`config.mk`:
```
export PLATFORM = sky130hd
export DESIGN_NAME = display_scan_mux_flat
export DESIGN_NICKNAME = d
export VERILOG_FILES = /design/src/rtl/display_scan_mux_if.sv /design/src/rtl/display_scan_mux.sv /design/src/flat_wrapper.sv
export SDC_FILE = /design/constraint.sdc
export NUM_CORES = 1
export LEC_CHECK = 0
export CAP_MARGIN = 30
export CORE_UTILIZATION = 63
export CTS_CLUSTER_DIAMETER = 200
export CTS_CLUSTER_SIZE = 28
export DETAILED_ROUTE_END_ITERATION = 10
export DONT_BUFFER_PORTS = 1
export HOLD_SLACK_MARGIN = 0.12
export PLACE_DENSITY = 0.86
export SLEW_MARGIN = 30
export SYNTH_ARGS = -nofsm -noshare
export SYNTH_HDL_FRONTEND = slang
export SYNTH_SLANG_ARGS = --single-unit
```
`constraint.sdc`:
```
create_clock -name clkin -period 2.64 [get_ports clkin]
set_input_delay 0.528 -clock clkin [delete_from_list [all_inputs] [get_ports clkin]]
set_output_delay 0.528 -clock clkin [all_outputs]
set_load 0.005 [all_outputs]
```
`src/rtl/display_scan_mux_if.sv`:
```
// Bus bundle for the multiplexed display scanner.
// master: the side that supplies the display word and reads back the scan
// outputs; slave: the scanner itself.
interface display_scan_mux_if #(
    parameter int NUM_DIGITS = 4
);
    logic [4*NUM_DIGITS-1:0] inpreg;
    logic                    load;
    logic [NUM_DIGITS-1:0]   blank_mask;
    logic [4:0]              Digit;
    logic [NUM_DIGITS-1:0]   anode;
    logic                    pending;
    logic                    frame_done;

    modport master (
        output inpreg, load, blank_mask,
        input  Digit, anode, pending, frame_done
    );

    modport slave (
        input  inpreg, load, blank_mask,
        output Digit, anode, pending, frame_done
    );
endinterface

```
`src/rtl/display_scan_mux.sv`:
```
// Time-multiplexed digit scanner for a NUM_DIGITS common-anode display.
// A prescaler divides clkin into digit slots. The index counter walks the
// digits, and a pending/shadow register pair makes new words take effect
// only on a frame boundary, so a frame is never drawn from two words.
// Optional feature: define LZ_BLANK_EN to blank leading zero digits
// (digit 0 is never blanked). Without it, no leading-zero logic is built.
module display_scan_mux #(
    parameter int NUM_DIGITS = 4,
    parameter int PRESCALE   = 100000
) (
    input logic               clkin,
    input logic               reset,
    display_scan_mux_if.slave bus
);
    localparam int IDX_W = (NUM_DIGITS > 1) ? $clog2(NUM_DIGITS) : 1;
    localparam int PS_W  = (PRESCALE > 1) ? $clog2(PRESCALE) : 1;
    localparam logic [PS_W-1:0]  PS_LAST  = PS_W'(PRESCALE - 1);
    localparam logic [IDX_W-1:0] IDX_LAST = IDX_W'(NUM_DIGITS - 1);

    logic [PS_W-1:0]         presc;
    logic [IDX_W-1:0]        idx;
    logic                    tick;
    logic                    wrap;
    logic [4*NUM_DIGITS-1:0] shadow;
    logic [4*NUM_DIGITS-1:0] pend_word;
    logic [NUM_DIGITS-1:0]   lz;
    logic [3:0]              cur_nib;
    logic                    cur_blank;
    logic [NUM_DIGITS-1:0]   anode_nxt;

    assign tick = (presc == PS_LAST);
    assign wrap = tick && (idx == IDX_LAST);

    // Slot prescaler: counts 0..PRESCALE-1 and restarts after the tick.
    always_ff @(posedge clkin or negedge reset) begin
        if (!reset)
            presc <= '0;
        else if (tick)
            presc <= '0;
        else
            presc <= presc + PS_W'(1);
    end

    // Digit index: advances once per slot and wraps after the last digit.
    always_ff @(posedge clkin or negedge reset) begin
        if (!reset)
            idx <= '0;
        else if (tick) begin
            if (idx == IDX_LAST)
                idx <= '0;
            else
                idx <= idx + IDX_W'(1);
        end
    end

    // Frame marker, one cycle after the wrapping tick.
    always_ff @(posedge clkin or negedge reset) begin
        if (!reset)
            bus.frame_done <= 1'b0;
        else
            bus.frame_done <= wrap;
    end

    // Word capture: loads park in pend_word until the frame boundary; a load
    // landing exactly on the boundary skips the parking stage entirely.
    always_ff @(posedge clkin or negedge reset) begin
        if (!reset) begin
            pend_word   <= '0;
            shadow      <= '0;
            bus.pending <= 1'b0;
        end else if (bus.load && wrap) begin
            shadow      <= bus.inpreg;
            bus.pending <= 1'b0;
        end else if (bus.load) begin
            pend_word   <= bus.inpreg;
            bus.pending <= 1'b1;
        end else if (wrap && bus.pending) begin
            shadow      <= pend_word;
            bus.pending <= 1'b0;
        end
    end

`ifdef LZ_BLANK_EN
    logic lz_run;

    // Leading-zero flags: a digit is blanked while it and every higher
    // digit hold zero; digit 0 always shows.
    always_comb begin
        lz     = '0;
        lz_run = 1'b1;
        for (int k = NUM_DIGITS - 1; k >= 1; k--) begin
            lz_run = lz_run && (shadow[4*k +: 4] == 4'h0);
            lz[k]  = lz_run;
        end
    end
`else
    // No leading-zero suppression in this build.
    always_comb lz = '0;
`endif

    // Select the nibble, blank term and anode pattern for the current index.
    always_comb begin
        cur_nib   = 4'h0;
        cur_blank = 1'b0;
        anode_nxt = '1;
        for (int k = 0; k < NUM_DIGITS; k++) begin
            if (idx == IDX_W'(k)) begin
                cur_nib      = shadow[4*k +: 4];
                cur_blank    = bus.blank_mask[k] | lz[k];
                anode_nxt[k] = 1'b0;
            end
        end
    end

    // Registered digit drive; a blanked digit also forces its value to zero.
    always_ff @(posedge clkin or negedge reset) begin
        if (!reset) begin
            bus.Digit <= 5'h10;
            bus.anode <= '1;
        end else begin
            bus.Digit <= cur_blank ? 5'h10 : {1'b0, cur_nib};
            bus.anode <= anode_nxt;
        end
    end
endmodule

```
`src/flat_wrapper.sv`:
```
// flat-port wrapper written by rule: the top's interface ports become plain ports
module display_scan_mux_flat 
#(
    parameter int NUM_DIGITS = 4,
    parameter int PRESCALE   = 100000
)
  (clkin, reset, bus_inpreg, bus_load, bus_blank_mask, bus_Digit, bus_anode, bus_pending, bus_frame_done);
  display_scan_mux_if #(.NUM_DIGITS(NUM_DIGITS)) bus_i ();
  input logic clkin;
  input logic reset;
  input wire logic [$bits(bus_i.inpreg)-1:0] bus_inpreg;
  input wire logic [$bits(bus_i.load)-1:0] bus_load;
  input wire logic [$bits(bus_i.blank_mask)-1:0] bus_blank_mask;
  output wire logic [$bits(bus_i.Digit)-1:0] bus_Digit;
  output wire logic [$bits(bus_i.anode)-1:0] bus_anode;
  output wire logic [$bits(bus_i.pending)-1:0] bus_pending;
  output wire logic [$bits(bus_i.frame_done)-1:0] bus_frame_done;
  assign bus_i.inpreg = bus_inpreg;
  assign bus_i.load = bus_load;
  assign bus_i.blank_mask = bus_blank_mask;
  assign bus_Digit = bus_i.Digit;
  assign bus_anode = bus_i.anode;
  assign bus_pending = bus_i.pending;
  assign bus_frame_done = bus_i.frame_done;
  display_scan_mux #(.NUM_DIGITS(NUM_DIGITS), .PRESCALE(PRESCALE)) u_core (.clkin(clkin), .reset(reset), .bus(bus_i));
endmodule
```
After elaboration in Yosys (flattened, before gate mapping) --
Cells that the tools add are included.
Cells by class: multiplexer cells 21, add/sub/neg operators 2, bitwise gates (word level) 1, equality and inequality tests 5, reductions and logical operators 8
Operator list (number):
- $mux W16 | 3
- $add A17 B1 Y17 const B | 1
- $eq A17 B17 Y1 const B | 1
- $mux W17 | 1
- $mux W4 | 4
- $mux W1 | 11
- $mux W5 | 1
- $eq A2 B2 Y1 const B | 2
- $reduce_and A2 Y1 | 2
- $logic_and A1 B1 Y1 | 3
- $reduce_bool A3 Y1 | 1
- $add A2 B1 Y2 const B | 1
- $eq A2 B1 Y1 const B | 1
- $logic_not A2 Y1 | 1
- $mux W2 | 1
- $ne A2 B1 Y1 const B | 1
- $reduce_bool A2 Y1 | 1
- $not A1 Y1 | 1
Storage, ports and cells: flip-flop bits (word level) 62, input bits 23, output and inout port bits 11

Longest topological paths before layout --
Gate-level depths: netlist (run 1).
depth in word-level cells 6, depth in mapped cells 7, depth with buffers taken out 6

Worst setup path before layout (run 1) --
No wires, ideal clock.
path kind register -> register, start reg u_core.idx[0], end reg u_core.pend_word[10], required time 2.515 ns, arrival 1.761 ns, setup slack 0.754 ns, stages on the path, launching flop included 7, cell sequence dfrtp_1 -> ha_1 -> inv_1 -> or4_4 -> o21ai_4 -> buf_12 -> mux2_4
Between the ends: word-level cells in the longest chain between the ends 5
RTL lines:
- start: declaration | RTL line display_scan_mux.sv:21 | logic [IDX_W-1:0] idx;
- start signal: assignment | RTL line display_scan_mux.sv:52 | idx <= idx + IDX_W'(1);
- $eq A2 B2 Y1 | RTL line display_scan_mux.sv:32 | assign wrap = tick && (idx == IDX_LAST);
- $logic_and A1 B1 Y1 | RTL line display_scan_mux.sv:32
- $logic_and A1 B1 Y1 | RTL line display_scan_mux.sv:71 | end else if (bus.load && wrap) begin
- $not A1 Y1 (no line)
- $reduce_and A2 Y1 (no line)
- end signal: assignment | RTL line display_scan_mux.sv:75 | pend_word <= bus.inpreg;
- end: declaration | RTL line display_scan_mux.sv:25 | logic [4*NUM_DIGITS-1:0] pend_word;
Every way passes these cells. A chain may end at the register's enable or synchronous reset.

Worst setup path in the final report (run 1) --
start reg u_core.idx[0], end reg u_core.pend_word[5]
The elaborated chain is that of the path after synthesis.

==> results.tsv, run 1 <==
stage	metric	value	unit
cts	Clk Latency, worst-skew pair	0.34	ns
logic_synthesis	Ys Warns	0	
logic_synthesis	ys flop type	dfrtp_1	
cts	clk buf depth	2	
power_and_ir_drop	Clock power frac	40.7	%
global_route	first-pass GRT wire length	9218	um
sta	min Tclk post-route	2.268	ns
placement	DP Area	0.003079	mm^2
worst_setup_path	crit-path cells	ha_1 > inv_1 > or4_4 > o21ai_4 > buf_4 > mux2_2	
floorplanning	site row count	24	
sta	Slew headroom	71.39	%
logic_synthesis	Yosys top cell area share	47.13	%
logic_synthesis	EDFF count, synth	0	
placement	Detailed Place HPWL	3766	um
cells_and_area	Non-Filler Instances	309	
route	vias per std cell	6.117	
run_status	status	finished with violations	
route	DRC errors left	5	
cts	clk sinks	62	
cells_and_area	Net count, final	281	
floorplanning	Initial Utilization	67.65	%
sta	Worst-Margin Slew	0.4282	ns
route	Iter 0 DRT Violations	168	
cells_and_area	share of layout cells above drive strength 1	25.29	%
worst_setup_path	crit path DAT	2.48	ns
floorplanning	die height	71.31	um
route	post-DR wirelength/cell	17.69	um
cts	CTS tree	yes	
logic_synthesis	#FFs+latches synth	62	
floorplanning	Core Area	0.004474	mm^2
logic_synthesis	Yosys top cell by area	dfrtp_1	
power_and_ir_drop	VDD IR max	0.4212	mV
logic_synthesis	gate count of the mapped netlist	241	
logic_synthesis	Syn Nets	269	
logic_synthesis	Async SR Flop Fraction	100.0	%
cts	Post-CTS Setup Bufs	0	
route	DRT antenna net count	0	
cells_and_area	Sequential cell area	0.001558	mm^2
global_route	largest net degree at the start of global routing	63	
worst_setup_path	Crit-path slowest cell	or4_4	
power_and_ir_drop	NetSw	0.4220	mW
power_and_ir_drop	Sw Ratio	21.69	%
sta	RSZ-0062 raised after global routing	no	
global_route	vias in the first global route	1883	
worst_setup_path	worst-path maximum fanout	11	
cts	clk root buf	clkbuf_8	
power_and_ir_drop	Internal	1.524	mW
logic_synthesis	syn_area_per_cell	12.56	um^2
placement	total placed cells including tap cells	292	
placement	gp weighted congestion	0.8704	
floorplanning	Die ar.	0.005085	mm^2
sta	final setup vio count	0	
sta	Final Hold Viols	0	
floorplanning	die width	71.31	um
global_route	grt ovf	0	
sta	fin crit share	85.92	%
worst_setup_path	startpoint type of the worst setup path	flop	
cells_and_area	fin area	0.003304	mm^2
logic_synthesis	synth unique cells	43	
cts	Reg clk slew, reported paths	0.07	ns
power_and_ir_drop	Power Density	588.9	mW/mm^2
worst_setup_path	worst path required time	2.86	ns
cells_and_area	# fillers	280	
logic_synthesis	Post-Syn Area	0.003027	mm^2
sta	fin. max-slew vios	0	
cts	H-tree depth	3	
cells_and_area	diode count	0	
run	Max Cap Violations	0	
logic_synthesis	top cells by area, synth	dfrtp_1 47%, mux2i_1 5.3%, a2bb2oi_2 5.0%	
floorplanning	io pins	34	
sta	clock skew	0.009040	ns
logic_synthesis	register area share after synthesis	51.47	%
worst_setup_path	Crit Path Class	reg -> reg	
worst_setup_path	max incr delay on CP	0.49	ns
global_route	GRT Total Usage	24.53	%
run_status	failing checks	design-rule violations	
cts	total CTS buffers	9	
hold_path	Worst Hold Class	in -> reg	
sta	Max Clk Rate	0.4409	GHz
route	WL final	5467	um
cells_and_area	Area growth syn-to-layout	9.177	%
power_and_ir_drop	total chip power	1.946	mW
route	Pre-antenna DRT Iters	8	
power_and_ir_drop	Reg power frac	52.2	%
cells_and_area	multi-input logic area	0.001363	mm^2
global_route	antenna violations before repair	0	
placement	PortBufs	0	
worst_setup_path	crit end category	flop	
power_and_ir_drop	Comb power frac	7.1	%
route	Vias	1890	
power_and_ir_drop	leakage power	1.488	nW
sta	post-route setup TNS	0	ns
[routing by layer]
metal	global-route usage (%)	vias to the layer above	share of wire, %
met5	0	-	0
met3	7.173	15	7.6
li1	-	879	-
met2	35.87	67	46
met1	34.32	929	44
met4	10.67	0	2.1
[cells in the mapped netlist (4+ instances only)]
cell and instances:
ha_1 5, a2bb2oi_1 6, xnor2_1 11, nand4_1 4
nand3_1 9, nand2_1 10, inv_1 9, mux2_4 10
nand2b_1 16, a221oi_1 4, o31ai_1 4, dfrtp_1 57
nor2_1 19, a2bb2oi_2 10, mux2i_1 16, dfstp_2 5
mux2_2 7, and2_1 4
[stage by stage]
step	utilization [%]	worst slack (ns)	hold slack (ns)
after floorplan	-	0.7536	0.2324
after global placement	68.82	0.4830	0.2336
after detailed placement	68.82	0.4121	0.2336
after CTS	73.85	0.3924	0.3249
after global routing	73.85	0.2602	0.3188
final	73.85	0.3717	0.3326
[cells by family (layout without fill, tap and decap cells)]
| logic type | after synthesis | count (layout) | synth area share, % |
|---|---|---|---|
| buf+inv | 18 | 34 | 3.513 |
| fa+ha+maj | 5 | 5 | 2.067 |
| flops | 62 | 62 | 51.47 |
| mux | 33 | 33 | 12.86 |
| xor+xnor | 14 | 14 | 4.051 |
| compound gates | 31 | 31 | 10.96 |
| simple gates | 78 | 78 | 15.09 |
[flip-flops by register name, indices dropped and copies added, names as in the netlist]
register,cells
u_core.shadow,16
u_core.bus.frame_done,1
u_core.bus.anode,4
u_core.bus.pending,1
u_core.presc,17
u_core.idx,2
u_core.bus.Digit,5
u_core.pend_word,16
[cells in the final DEF, fill, tap and decap left out, types with 7 or more instances in the layout]
master,instances
a2bb2oi_2,10
xnor2_1,11
nand2_1,10
mux2i_1,16
nand2b_1,16
nor2_1,19
clkbuf_8,10
inv_1,9
nand3_1,9
dfrtp_1,57
buf_4,8
mux2_2,7
mux2_4,10
[power by group through the flow]
stage          clock network, mW  logic [mW]  registers, mW
4_1_cts                    0.807       0.140           1.02
3_3_place_gp                   0       0.109           1.03
6_report                   0.792       0.138           1.02
5_1_grt                    0.849       0.151           1.02
2_1_floorplan                  0       0.110           1.02
3_5_place_dp                   0       0.115           1.03
[cell type report]
type | count | share of cell area, %
clock buffer | 10 | 4.165
clock inverter | 5 | 1.515
inverter | 9 | 1.022
multi-input combinational | 161 | 41.23
sequential | 62 | 47.14
tap | 52 | 1.969
timing repair buffer | 10 | 2.953
[worst max-delay path, delay by kind of cell (launching register included)]
kind                     cells  cell delay, ns
flip-flops                   1            0.40
buffers and inverters        2            0.37
AND/OR/NAND/NOR              1            0.49
adder cells (fa/ha/maj)      1            0.38
multiplexers                 1            0.36
AO/OA/AOI/OAI                1            0.15
[what timing repair did]
action	CTS	global route
hold endpoints to repair	62	0
resized for setup	0	0
hold buffers	2	0
[final timing paths]
path	from	to	slack [ns]	cells after the start
hold reg to reg	u_core.presc[0]	u_core.presc[0]	0.49	1
hold / removal	bus_inpreg[9]	u_core.pend_word[9]	0.33	1
setup reg to reg	u_core.idx[0]	u_core.pend_word[5]	0.37	6
setup / recovery	u_core.idx[0]	u_core.pend_word[5]	0.37	6
max in group asynchronous	reset	u_core.bus.anode[3]	1.62	2
min in group asynchronous	reset	u_core.presc[11]	0.74	2
Power figures use the tool's default switching activity.
==> run 2: changes to the inputs <==
--- a/config.mk
+++ b/config.mk
@@ -13,7 +13,9 @@
 export DONT_BUFFER_PORTS = 1
 export HOLD_SLACK_MARGIN = 0.12
 export PLACE_DENSITY = 0.86
+export REMOVE_ABC_BUFFERS = 1
 export SLEW_MARGIN = 30
 export SYNTH_ARGS = -nofsm -noshare
 export SYNTH_HDL_FRONTEND = slang
 export SYNTH_SLANG_ARGS = --single-unit
+export TNS_END_PERCENT = 1
==> run 2 against run 1 <==
  * The run still ends with design-rule violations left
  * Critical path depth is the same
  * Flip-flop and latch count is the same
  * Global-route usage grew 0.44 points
  * Clock skew shrank 0.00051 ns
  * Total power shrank 3.6%
  * Non-clock buffer count shrank 2
  * Core utilization shrank 0.67 points
  * Hold slack gained 0.0037 ns
  * Fmax grew 11%
  * Largest power group unchanged
==> results.tsv, run 2 (synthesis results as in run 1) <==
stage	metric	value	unit	change
sta	Max Clk Rate	0.4889	GHz	+11%
global_route	largest net degree at the start of global routing	63		unchanged
cells_and_area	multi-input logic area	0.001363	mm^2	unchanged
placement	Detailed Place HPWL	3678	um	-2.4%
power_and_ir_drop	total chip power	1.876	mW	-3.6%
hold_path	Worst Hold Class	in -> reg		
cells_and_area	most common cell after layout, fill and taps aside	dfrtp_1		
cells_and_area	Sequential cell area	0.001558	mm^2	unchanged
worst_setup_path	Crit-path slowest cell	dfrtp_1		
route	Vias	1880		-0.53%
power_and_ir_drop	Sw Ratio	21.97	%	+0.29 points
cells_and_area	fin util	73.18	%	-0.67 points
floorplanning	die height	71.31	um	unchanged
cells_and_area	Area growth syn-to-layout	8.185	%	
placement	gp weighted congestion	0.8543		-1.8%
worst_setup_path	startpoint type of the worst setup path	flop		
sta	fin. max-slew vios	0		unchanged
global_route	grt ovf	0		unchanged
worst_setup_path	crit path DAT	2.27	ns	-0.21 ns
run	Max Cap Violations	0		unchanged
cells_and_area	diode count	0		unchanged
worst_setup_path	crit path from	u_core.presc[0]		
cells_and_area	biggest registers after layout	u_core.presc: 17 flops, u_core.pend_word: 16 flops, u_core.shadow: 16 flops		
power_and_ir_drop	leakage power	1.466	nW	-1.4%
sta	final setup vio count	0		unchanged
sta	RSZ-0062 raised after global routing	no		
floorplanning	die width	71.31	um	unchanged
cts	H-tree depth	3		unchanged
sta	Final Hold Viols	0		unchanged
sta	post-route setup TNS	0	ns	unchanged
cts	Reg clk slew, reported paths	0.07	ns	about the same
route	post-DR wirelength/cell	17.72	um	+0.16%
worst_setup_path	worst-path maximum fanout	16		+5
power_and_ir_drop	NetSw	0.4122	mW	-2.3%
route	vias per std cell	6.104		-0.21%
route	Iter 0 DRT Violations	144		-14%
floorplanning	site row count	24		unchanged
hold_path	min-delay src	bus_inpreg[4]		
power_and_ir_drop	Power Density	572.9	mW/mm^2	-2.7%
floorplanning	Initial Utilization	67.65	%	unchanged
cts	Post-CTS Setup Bufs	0		unchanged
cells_and_area	# fillers	296		+5.7%
cts	total CTS buffers	9		unchanged
run_status	status	finished with violations		
route	Pre-antenna DRT Iters	7		-1
cells_and_area	most frequent cells in the layout	57 x dfrtp_1, 19 x nor2_1, 16 x nand2b_1, 16 x mux2i_1		
cts	clk buf depth	2		unchanged
placement	PortBufs	0		unchanged
route	DRC errors left	3		-2
global_route	vias in the first global route	1931		+2.5%
cells_and_area	max reg flops	17		unchanged
power_and_ir_drop	Internal	1.464	mW	-4.0%
floorplanning	Die ar.	0.005085	mm^2	unchanged
cts	clk sinks	62		unchanged
sta	fin crit share	77.48	%	-8.4 points
worst_setup_path	Crit Path Class	reg -> reg		
cts	clk root buf	clkbuf_8		
floorplanning	Core Area	0.004474	mm^2	unchanged
cts	Clk Latency, worst-skew pair	0.34	ns	about the same
sta	Worst-Margin Slew	0.3675	ns	-0.06072 ns
cells_and_area	Net count, final	279		-0.71%
power_and_ir_drop	Comb power frac	7.2	%	about the same
power_and_ir_drop	VDD IR max	0.4236	mV	+0.57%
cells_and_area	Largest Register	u_core.presc		
cells_and_area	share of layout cells above drive strength 1	23.83	%	-1.5 points
global_route	GRT Total Usage	24.97	%	+0.44 points
worst_setup_path	crit-path cells	ha_1 > and3_1 > nand4_4 > o21ai_4 > buf_4 > mux2_2		
worst_setup_path	max incr delay on CP	0.38	ns	-0.11 ns
power_and_ir_drop	Clock power frac	38.7	%	-2.0 points
cts	CTS tree	yes		
worst_setup_path	worst r2r src	u_core.presc[0]		
power_and_ir_drop	Reg power frac	54.1	%	+1.9 points
route	DRT antenna net count	0		unchanged
sta	Slew headroom	75.50	%	+4.1 points
floorplanning	io pins	34		unchanged
run_status	failing checks	design-rule violations		
sta	min Tclk post-route	2.045	ns	-0.2228 ns
worst_setup_path	worst path required time	2.86	ns	about the same
sta	clock skew	0.008528	ns	-0.0005122 ns
worst_setup_path	crit end category	flop		
global_route	first-pass GRT wire length	9377	um	+1.7%
route	WL final	5458	um	-0.16%
global_route	antenna violations before repair	0		unchanged
==> run 2: cell count changes in the layout (fill, tap and decap cells not counted), sizes merged <==
| cell | delta |
|---|---|
| clkbuf | +4 |
| buf | -2 |
| clkinv | -2 |
| bufinv | -1 |
==> run 2: area by class of cell <==
| cell class | count | share of cell area, % |
|---|---|---|
| Inverter | 9 | 1.032 |
| Clock buffer | 14 | 4.968 |
| Tap cell | 52 | 1.987 |
| Clock inverter | 2 | 0.3057 |
| Sequential cell | 62 | 47.57 |
| Multi-Input combinational cell | 161 | 41.61 |
| Timing Repair Buffer | 8 | 2.522 |
==> run 2: power groups by stage <==
stage                     Sequential, mW  Combinational (mW)  Clock, mW
after floorplan                     1.02               0.101          0
after global placement              1.03               0.109          0
after detailed placement            1.03               0.113          0
after CTS                           1.01               0.139      0.745
after global routing                1.02               0.150      0.784
final                               1.02               0.136      0.725
==> run 2: worst max-delay path, delay by kind of cell (launching register included) <==
| kind | cells | cell delay [ns] |
|---|---|---|
| DFF | 1 | 0.38 |
| muxes | 1 | 0.37 |
| adders and majority gates | 1 | 0.21 |
| buffers and inverters | 1 | 0.29 |
| AOI/OAI and AO/OA | 1 | 0.17 |
| and+or+nand+nor | 2 | 0.51 |
==> run 2: worst paths after layout <==
kind,slack [ns],endpoint,cells after the start
min in group asynchronous,0.74,u_core.bus.pending,2
setup reg to reg,0.59,u_core.pend_word[3],6
max in group asynchronous,1.60,u_core.bus.anode[2],2
setup / recovery,0.59,u_core.pend_word[3],6
hold / removal,0.34,u_core.pend_word[4],1
hold reg to reg,0.48,u_core.presc[0],1
==> run 2: timing repair <==
| action | CTS | global route |
|---|---|---|
| endpoints found under the hold margin | 62 | 0 |
| resized for setup | 0 | 0 |
| hold buffers | 2 | 0 |
==> run 2: metal layers <==
metal	global-route usage [%]	share of wire [%]	vias up
met1	31.75	45	922
met2	37.25	46	68
met3	9.423	7.3	11
met5	0	0	-
li1	-	-	879
met4	13.33	2.1	0
==> run 2: stage by stage <==
stage / hold WS, ns / setup WS (ns) / area [um^2] / cells
5_1_grt: 0.3134 / 0.4911 / 3274 / 308
4_1_cts: 0.3187 / 0.5898 / 3274 / 308
3_3_place_gp: 0.2338 / 0.6494 / 3064 / 290
3_5_place_dp: 0.2338 / 0.5880 / 3064 / 290
6_report: 0.3363 / 0.5945 / 3274 / 308
2_1_floorplan: 0.2324 / 0.4298 / 2954 / 232
==> run 3: changes to the inputs <==
==> constraint.sdc (replaced) <==
create_clock -name clkin -period 1.9 [get_ports clkin]
set_input_delay 0.38 -clock clkin [delete_from_list [all_inputs] [get_ports clkin]]
set_output_delay 0.38 -clock clkin [all_outputs]
set_load 0.005 [all_outputs]
==> run 3 against run 2 <==
  * The run still ends with design-rule violations left
  * Die area unchanged
  * Hold slack lost 0.15 ns
  * Fmax grew 9.3%
  * Design area increased by 5.8%
  * Flip-flop and latch count unchanged
  * Total power up 44%
  * Cell count rose by 5.5%
  * Critical endpoint unchanged
==> results.tsv, run 3 (synthesis results as in run 1) <==
stage	metric	value	unit	change
floorplanning	die height	71.31	um	unchanged
sta	Final Hold Viols	0		unchanged
sta	fin crit share	98.47	%	+21 points
cells_and_area	Largest Register	u_core.presc		
cells_and_area	Sequential cell area	0.001558	mm^2	unchanged
worst_setup_path	crit end category	flop		
sta	min Tclk post-route	1.871	ns	-0.1745 ns
worst_setup_path	crit path from	u_core.idx[0]		
cts	CTS tree	yes		
worst_setup_path	Crit-path slowest cell	or4_4		
power_and_ir_drop	Power Density	779.0	mW/mm^2	+36%
worst_setup_path	crit path DAT	2.09	ns	-0.18 ns
cells_and_area	diode count	0		unchanged
worst_setup_path	startpoint type of the worst setup path	flop		
floorplanning	Die ar.	0.005085	mm^2	unchanged
placement	Detailed Place HPWL	3913	um	+6.4%
route	Iter 0 DRT Violations	177		+23%
route	Pre-antenna DRT Iters	7		unchanged
sta	Worst-Margin Slew	0.3438	ns	-0.02368 ns
global_route	vias in the first global route	1975		+2.3%
sta	Max Clk Rate	0.5345	GHz	+9.3%
run_status	failing checks	design-rule violations		
cts	H-tree depth	3		unchanged
cts	Reg clk slew, reported paths	0.07	ns	about the same
cts	total CTS buffers	9		unchanged
worst_setup_path	worst-path maximum fanout	10		-6
cells_and_area	Net count, final	296		+6.1%
run_status	status	finished with violations		
power_and_ir_drop	leakage power	1.571	nW	+7.1%
placement	PortBufs	0		unchanged
worst_setup_path	crit-path cells	ha_2 > inv_2 > or4_4 > o21ai_4 > buf_12 > mux2_2		
worst_setup_path	worst r2r src	u_core.idx[0]		
sta	clock skew	0.009257	ns	+0.0007283 ns
cells_and_area	most common cell after layout, fill and taps aside	dfrtp_1		
sta	RSZ-0062 raised after global routing	yes		
cts	clk root buf	clkbuf_8		
cells_and_area	Area growth syn-to-layout	14.51	%	
cells_and_area	max reg flops	17		unchanged
worst_setup_path	Crit Path Class	reg -> reg		
sta	Slew headroom	76.87	%	+1.4 points
route	vias per std cell	6.142		+0.62%
worst_setup_path	worst path required time	2.12	ns	-0.74 ns
cells_and_area	share of layout cells above drive strength 1	31.14	%	+7.3 points
placement	gp weighted congestion	0.8725		+2.1%
placement	Setup WS pre-CTS	-0.03377	ns	-0.6218 ns
hold_path	min-delay src	bus_inpreg[6]		
global_route	antenna violations before repair	0		unchanged
placement	DP Area	0.003217	mm^2	+5.0%
global_route	GRT Total Usage	26.41	%	+1.4 points
sta	final setup vio count	0		unchanged
sta	fin. max-slew vios	0		unchanged
global_route	grt ovf	0		unchanged
floorplanning	site row count	24		unchanged
floorplanning	Initial Utilization	67.65	%	unchanged
cts	Clk Latency, worst-skew pair	0.34	ns	about the same
route	DRT antenna net count	0		unchanged
cells_and_area	fin area	0.003466	mm^2	+5.8%
sta	fin worst setup slack	0.02902	ns	-0.5655 ns
floorplanning	die width	71.31	um	unchanged
route	WL final	5933	um	+8.7%
cells_and_area	biggest registers after layout	u_core.presc: 17 flops, u_core.pend_word: 16 flops, u_core.shadow: 16 flops		
cts	clk sinks	62		unchanged
floorplanning	io pins	34		unchanged
route	DRC errors left	3		unchanged
placement	total placed cells including tap cells	307		+5.9%
worst_setup_path	max incr delay on CP	0.46	ns	+0.08 ns
run	Max Cap Violations	0		unchanged
cells_and_area	multi-input logic area	0.001389	mm^2	+1.9%
sta	final hold slack	0.1841	ns	-0.1522 ns
route	post-DR wirelength/cell	18.26	um	+3.0%
cells_and_area	Non-Filler Instances	325		+5.5%
route	Vias	1996		+6.2%
power_and_ir_drop	VDD IR max	0.8773	mV	+110%
global_route	first-pass GRT wire length	10010	um	+6.7%
cells_and_area	most frequent cells in the layout	57 x dfrtp_1, 20 x buf_4, 18 x nor2_1, 16 x nand2b_1, 16 x mux2i_1		
cts	clk buf depth	2		unchanged
cells_and_area	fin util	77.46	%	+4.3 points
hold_path	Worst Hold Class	in -> reg		
floorplanning	Core Area	0.004474	mm^2	unchanged
cells_and_area	# fillers	274		-7.4%
global_route	largest net degree at the start of global routing	63		unchanged
## run 3: what timing repair did
item / 4_1_cts / 5_1_grt
pin swaps: 0 / 1
setup endpoints to repair: 2 / 33
endpoints found under the hold margin: 62 / 0
hold buffers: 2 / 0
gates resized for setup: 4 / 6
buffers inserted: 0 / 0
## run 3: worst max-delay path: cells and delay by family (launching register included)
family / cells / cell delay, ns
flops: 1 / 0.36
mux: 1 / 0.33
buf+inv: 2 / 0.20
simple gates: 1 / 0.46
compound gates: 1 / 0.19
fa+ha+maj: 1 / 0.20
## run 3: through the flow
stage	setup TNS (ns)	total power, mW
finish	0	2.700
global route	-0.2515	2.808
CTS	0	2.721
detailed placement	-0.03377	1.595
global placement	0	1.587
floorplan	-7.463	1.563
## run 3: worst paths after layout
kind | cells past startpoint | slack (ns) | endpoint
min in group asynchronous | 2 | 0.60 | u_core.presc[7]
max in group asynchronous | 2 | 1.01 | u_core.bus.anode[2]
min reg2reg | 1 | 0.50 | u_core.pend_word[0]
min | 1 | 0.18 | u_core.pend_word[6]
max reg2reg | 6 | 0.03 | u_core.pend_word[3]
max | 6 | 0.03 | u_core.pend_word[3]
## run 3: cell type report
class	instances	share of cell area, %
Timing Repair Buffer	25	6.895
Multi-Input combinational cell	161	40.07
Inverter	9	0.9747
Clock inverter	5	1.444
Sequential cell	62	44.95
Clock buffer	11	3.791
Tap cell	52	1.877
## run 3: layer usage
metal / global-route usage [%] / wire length [um]
met4: 9.778 / 46
met2: 38.41 / 2773
met3: 9.705 / 454
met5: 0 / 0
met1: 36.45 / 2658
## run 3: report_power, final
part | leakage, nW | total [mW] | switching, mW | internal (mW)
sequential | 0.751 | 1.41 | 0.0328 | 1.38
clock | 0.0968 | 1.09 | 0.493 | 0.597
combinational | 0.723 | 0.198 | 0.0782 | 0.120
